### config.mk
export PLATFORM = sky130hd
export DESIGN_NAME = kernel_ctrl
export DESIGN_NICKNAME = d
export VERILOG_FILES = /design/src/rtl/kernel_ctrl.sv
export SDC_FILE = /design/constraint.sdc
export NUM_CORES = 1
export LEC_CHECK = 0
export ABC_AREA = 1
export CORE_UTILIZATION = 40
export CTS_CLUSTER_DIAMETER = 50
export DETAILED_ROUTE_END_ITERATION = 6
export PLACE_DENSITY_LB_ADDON = 0.15
export SLEW_MARGIN = 10
export SYNTH_ARGS = -nofsm -noshare
export SYNTH_HDL_FRONTEND = slang
export SYNTH_SLANG_ARGS = --single-unit
### constraint.sdc
create_clock -name clk -period 1.75 [get_ports clk]
set_clock_uncertainty 0.2 [all_clocks]
set_input_delay 0.2625 -clock clk [delete_from_list [all_inputs] [get_ports clk]]
set_output_delay 0.2625 -clock clk [all_outputs]
set_load 0.01 [all_outputs]
### src/rtl/kernel_ctrl.sv
// Sequencer for the sliding-window kernel: joins the per-row line-buffer streams,
// tracks column/band position over a frame and strobes complete in-image windows.
module kernel_ctrl #(
  parameter int unsigned BLOCK_WIDTH  = 3,
  parameter int unsigned BLOCK_HEIGHT = 3,
  parameter int unsigned IMG_WIDTH    = 64,
  parameter int unsigned IMG_HEIGHT   = 48,
  parameter int unsigned COL_W        = $clog2(IMG_WIDTH),
  parameter int unsigned ROW_W        = $clog2(IMG_HEIGHT)
) (
  input  logic                    clk,
  input  logic                    rst,
  input  logic                    start,
  input  logic [BLOCK_HEIGHT-1:0] row_valid,
  output logic [BLOCK_HEIGHT-1:0] row_ready,
  output logic [BLOCK_HEIGHT-1:0] kernel_in_valid,
  input  logic [BLOCK_HEIGHT-1:0] kernel_in_ready,
  output logic                    win_valid,
  input  logic                    win_ready,
  output logic [COL_W-1:0]        win_x,
  output logic [ROW_W-1:0]        win_y,
  output logic                    busy,
  output logic                    frame_done
);

  localparam int unsigned LAST_COL  = IMG_WIDTH - 1;
  localparam int unsigned LAST_BAND = IMG_HEIGHT - BLOCK_HEIGHT;
  localparam int unsigned WARM_COLS = BLOCK_WIDTH - 1;

  typedef enum logic [1:0] {
    IDLE  = 2'd0,
    RUN   = 2'd1,
    DRAIN = 2'd2
  } state_t;

  state_t           state;
  logic [COL_W-1:0] col;
  logic [ROW_W-1:0] band;

  logic all_valid;
  logic stall;
  logic feed;
  logic fire;
  logic last_col;
  logic last_fire;
  logic win_ok;

  // Join: lanes only advance when every row has data and every kernel lane accepts.
  assign all_valid = &row_valid;
  assign stall     = win_valid && !win_ready;
  assign feed      = (state == RUN) && all_valid && !stall;
  assign fire      = feed && (&kernel_in_ready);
  assign last_col  = (col == COL_W'(LAST_COL));
  assign last_fire = fire && last_col && (band == ROW_W'(LAST_BAND));
  assign win_ok    = (col >= COL_W'(WARM_COLS));

  assign kernel_in_valid = {BLOCK_HEIGHT{feed}};
  assign row_ready       = {BLOCK_HEIGHT{fire}};

  always_ff @(posedge clk) begin
    if (rst) begin
      state      <= IDLE;
      col        <= '0;
      band       <= '0;
      win_valid  <= 1'b0;
      win_x      <= '0;
      win_y      <= '0;
      busy       <= 1'b0;
      frame_done <= 1'b0;
    end else begin
      frame_done <= 1'b0;

      case (state)
        IDLE: begin
          if (start) begin
            state <= RUN;
            busy  <= 1'b1;
            col   <= '0;
            band  <= '0;
          end
        end
        RUN: begin
          if (fire) begin
            if (last_col) begin
              col  <= '0;
              band <= last_fire ? '0 : band + ROW_W'(1);
            end else begin
              col <= col + COL_W'(1);
            end
          end
          if (last_fire) begin
            state <= DRAIN;
          end
        end
        DRAIN: begin
          // Wait for the final window to be taken before reporting the frame done.
          if (!win_valid || win_ready) begin
            state      <= IDLE;
            busy       <= 1'b0;
            frame_done <= 1'b1;
          end
        end
        default: begin
          state <= IDLE;
          busy  <= 1'b0;
        end
      endcase

      // Window strobe lines up with the kernel's registered output pixels.
      if (fire && win_ok) begin
        win_valid <= 1'b1;
        win_x     <= col - COL_W'(WARM_COLS);
        win_y     <= band;
      end else if (win_ready) begin
        win_valid <= 1'b0;
      end
    end
  end

endmodule

=== Word level (Yosys, flattened, before mapping) ===
Cells that the tools add are included.

* $add $sub $neg: 3
* $lt $le $gt $ge: 1
* Equality and inequality tests: 9
* Mux-type cells: 18
* Bitwise logic cells: 2
* Reductions and logical operators: 21

{| class="wikitable"
|+ Operators with widths
! operator !! count
|-
| 6-bit 2-to-1 mux || 6
|-
| 6-bit case mux with 2 select lines || 2
|-
| 3-bit AND reduction || 5
|-
| 6-bit by 1-bit adder with 6-bit output (second input constant) || 2
|-
| 6-bit == test (second input constant) || 2
|-
| 2-bit != test (second input constant) || 5
|-
| 1-bit logical AND || 7
|-
| 6-bit by 2-bit >= comparator with 1-bit output (second input constant) || 1
|-
| 2-bit 2-to-1 mux || 3
|-
| 2-bit case mux with 3 select lines || 1
|-
| 6-bit by 2-bit subtractor with 6-bit output (second input constant) || 1
|-
| 1-bit 2-to-1 mux || 5
|-
| 4-bit AND reduction || 1
|-
| 2-bit nonzero test || 2
|-
| 1-bit logical NOT || 3
|-
| 1-bit case mux with 3 select lines || 1
|-
| 2-bit by 1-bit == test with 1-bit output (second input constant) || 1
|-
| 2-bit == test (second input constant) || 1
|-
| 2-bit logical NOT || 1
|-
| 1-bit inverter || 2
|-
| 2-bit OR reduction || 1
|-
| 1-bit logical OR || 1
|}

* Register bits: 29
* Word-level logic and storage cells: 62

=== Depth between registers and ports, before layout ===
* Depth in word-level cells: 11
* Gate-level depth with buffers: 11
* Mapped depth without buffers: 11

=== Worst setup path after synthesis ===
Ideal clock, no wire load.

* Path kind: register -> register
* Start: register col[0]
* End: register band[2]
* Library setup time: 112 ps
* Data arrival time: 1282 ps
* Setup slack: 155 ps
* Cell stages (with the launch flop): 9
* Buffers on the path: 0
* Period minus slack after synthesis: 1595 ps
* Cell sequence: dfxtp_1 > ha_1 > nand3_1 > nor2_1 > nand2_1 > o21ai_0 > nand2_1 > nand2_1 > nor2_1

* Word-level cells in the longest chain between the ends: 7
* Elaborated cells between the ends (all ways): 9
* Classes of those cells: eq/ne (2); mux (4); reduce/logical (3)

{| class="wikitable"
|+ Ends and longest elaborated chain
! item !! RTL line !! text
|-
| start: declaration || 37 || <nowiki>logic [COL_W-1:0] col;</nowiki>
|-
| start signal: assignment || 88 || <nowiki>col <= col + COL_W'(1);</nowiki>
|-
| 6-bit == test (*) || 53 || <nowiki>assign last_col = (col == COL_W'(LAST_COL));</nowiki>
|-
| 1-bit logical AND (2 in series) || 54 || <nowiki>assign last_fire = fire && last_col && (band == ROW_W'(LAST_BAND));</nowiki>
|-
| 6-bit 2-to-1 mux || 86 || <nowiki>band <= last_fire ? '0 : band + ROW_W'(1);</nowiki>
|-
| 6-bit 2-to-1 mux || 84 || <nowiki>if (last_col) begin</nowiki>
|-
| 6-bit 2-to-1 mux || 83 || <nowiki>if (fire) begin</nowiki>
|-
| 6-bit case mux with 2 select lines || 73 || <nowiki>case (state)</nowiki>
|-
| end signal: assignment || 86 ||
|-
| end: declaration || 38 || <nowiki>logic [ROW_W-1:0] band;</nowiki>
|}

Mark *: on every way between the ends. The rest lies on a longest branch, timed or not. The select of a mux whose other input is x is not followed.
A chain may end at the register's enable or synchronous reset.

=== Worst setup path in the final report ===
* Start: input row_valid[0]
* End: output row_ready[1]

* Word-level cells in the longest chain between the ends: 4

{| class="wikitable"
|+ Ends and longest elaborated chain
! item !! RTL line !! text
|-
| start: declaration || 14 || <nowiki>input logic [BLOCK_HEIGHT-1:0] row_valid,</nowiki>
|-
| 3-bit AND reduction || 49 || <nowiki>assign all_valid = &row_valid;</nowiki>
|-
| 1-bit logical AND (2 in series) || 51 || <nowiki>assign feed = (state == RUN) && all_valid && !stall;</nowiki>
|-
| 1-bit logical AND || 52 || <nowiki>assign fire = feed && (&kernel_in_ready);</nowiki>
|-
| end: declaration || 15 || <nowiki>output logic [BLOCK_HEIGHT-1:0] row_ready,</nowiki>
|}

No other way between the ends.

==> qor.yml <==
outcome: "complete, no violations"
final.period_utilization_pct: 96.8
synthFlopType: "dfxtp_1"
drc_errors: 0
critPathMaxFanout: 4
wire_per_inst_um: 11.0
setup_viol: 0
drv_cap: 0
io_pins: 31
worstRegToRegCells: 9
p_leak_nw: 1.00
slew_viol_final: 0
power.total_mw: 1.54
syn_inst: 221
die_w_um: 64.9
yosysTopAreaCell: "dfxtp_1"
required_ns: 1.29
via_count: 1488
avgSynthCellArea_um2: 7.16
die-area_um2: 4210
dr.pass1.iters: 4
synth.distinct_cells: 26
synth_edf_count: 0
io_buffers: 30
synth_area_leaders: "dfxtp_1 (37%), nor2_1 (10%), nand2_1 (7.4%), nand3_1 (6.0%), inv_1 (5.5%)"
max_slew.worst_pin.slew_ns: 0.342
placed_cell_area_um2: 2020
rsz0062_at_grt: "false"
async_flop_share_pct: 0
yosys_register_bits: 29
ant_nets: 0
netlist_area_um2: 1580
seqPwrFrac_pct: 44.7
p_int_mw: 1.14
gr-total-overflow: 0
r2r_slack_ns: 0.11
p_sw_mw: 0.405
syn_nets: 237
area_delta_synth_final_pct: 41.1
routed_via_density: 4.64
row_count: 22
grt_first_pass_wirelength_um: 5890
drt_iter0_markers: 89
finish.utilization_pct: 60.0
die_y_um: 64.9
drive_gt1_share_pct: 26.7
fin_area_um2: 2230
fmax_mhz: 590
dpl.hpwl_um: 2530
hold_viol: 0
power_switching_share_pct: 26.3
htree_levels: 2
crit_type: "in2out"
power_frac_comb_pct: 15.3
min_period_ns: 1.69
antenna_found_initial: 0
core_area_um2: 3720
fin_nets: 288
gp_congestion: 0.850
endpoint: "row_ready[1]"
grt_max_degree: 20
start_util_pct: 42.6
r2r_start: "col[0]"
fin_hold_ws_ns: 0.261
critPathLaunch: "row_valid[0]"
cp-start-kind: "primary input"
finalWirelength_um: 3520
p_per_area_nw_per_um2: 691
antenna-diode-count: 0
critPathArrivalTime_ns: 1.23
ir_worst_vdd_mv: 0.290
layout_common_cells: "nor2_1 (40), nand2_1 (30), dfxtp_1 (26)"
clk_pin_slew_ns: 0.06
nFillCells: 359
slew_headroom_pct: 77.0
yosysWarnings: 0
first_global_vias: 1390
clockBufferDepth: 2
layout_commonest_cell: "nor2_1"
synth_top_cell_area_share_pct: 36.7
numCtsBuffers: 5
reg2reg_to: "win_x[5]"
cts_tree: "built"
p_clk_share_pct: 40.0
ys_seq_area_share_pct: 36.7
end_kind: "primary output"
clkSinkCount: 29
grt_usage_pct: 18.5
clkLatencyLatePin_ns: 0.29
hp-class: "reg2reg"
root_buffer: "clkbuf_8"
-- cell usage after synthesis (3+ instances only) --
library cell   n
nand4_1        5
xor2_1         5
buf_6          3
nand3_1       19
nor2_1        42
nand2_2        4
o21ai_0        6
buf_4          6
a21oi_1       12
inv_1         23
o21ai_1       12
inv_2          4
nand2_1       31
dfxtp_1       29
ha_1           6
-- final cells by class --
class                           instances  area [µm²]  area share, %
Multi-Input combinational cell        152         883           39.6
Clock buffer                            7        96.3           4.32
Clock inverter                          1        5.00          0.224
Tap cell                               48        60.1           2.69
Inverter                               29         114           5.10
Timing Repair Buffer                   55         488           21.9
Sequential cell                        29         584           26.2
-- metrics by stage --
step | setup slack [ns] | instances | setup TNS, ns
after global placement | -0.444 | 310 | -9.03
after floorplan | 0.155 | 221 | 0
final | 0.0555 | 321 | 0
after CTS | 0.00702 | 318 | 0
after global routing | 0.000925 | 321 | 0
after detailed placement | -0.452 | 310 | -9.66
-- cell families (layout without fill, tap and decap cells) --
logic type,count (synthesis),after routing,synth area share [%]
DFF,29,29,36.7
adders and majority gates,6,6,4.75
xor gates and xnor gates,5,5,2.77
AOI/OAI and AO/OA,30,30,9.49
and+or+nand+nor,111,111,33.6
buffers and inverters,40,92,12.7
-- power groups by stage --
stage / registers (mW) / logic (mW) / clock network [mW]
floorplan: 0.704 / 0.134 / 0
global placement: 0.699 / 0.222 / 0
detailed placement: 0.700 / 0.221 / 0
CTS: 0.685 / 0.225 / 0.625
global route: 0.691 / 0.263 / 0.656
finish: 0.689 / 0.236 / 0.616
-- state kept, by name, indices dropped and copies added, names as in the netlist --
signal	cells
busy	1
win_y	6
win_valid	1
state	2
col	6
win_x	6
band	6
frame_done	1
-- critical path, stage by stage --
cell	delay (ns)
clkdlybuf4s50_1	0.49
inv_1	0.07
nor2_4	0.12
nand3_4	0.10
inv_4	0.09
buf_6	0.10
-- timing repair --
action	4_1_cts	5_1_grt
resized for setup	24	31
buffers inserted	0	4
setup endpoints to repair	13	25
hold buffers	0	0
pin swaps	1	7
-- metal layers --
layer	vias to the layer above	part of all wire, %	track usage, %
met5	-	0	0
li1	800	-	-
met3	8	4.4	5.11
met1	636	47	21.5
met2	44	47	30.1
met4	0	2.3	10.8
-- worst min-delay path by stage --
| stage | start | to | slack (ns) | cells after the start |
|---|---|---|---|---|
| detailed placement | busy | busy | 0.26 | 2 |
| global placement | busy | busy | 0.26 | 2 |
| finish | state[0] | frame_done | 0.26 | 1 |
| global route | busy | busy | 0.28 | 2 |
| CTS | state[0] | frame_done | 0.26 | 1 |
| floorplan | start | col[1] | 0.25 | 3 |
(Power assumes the default switching activity.)
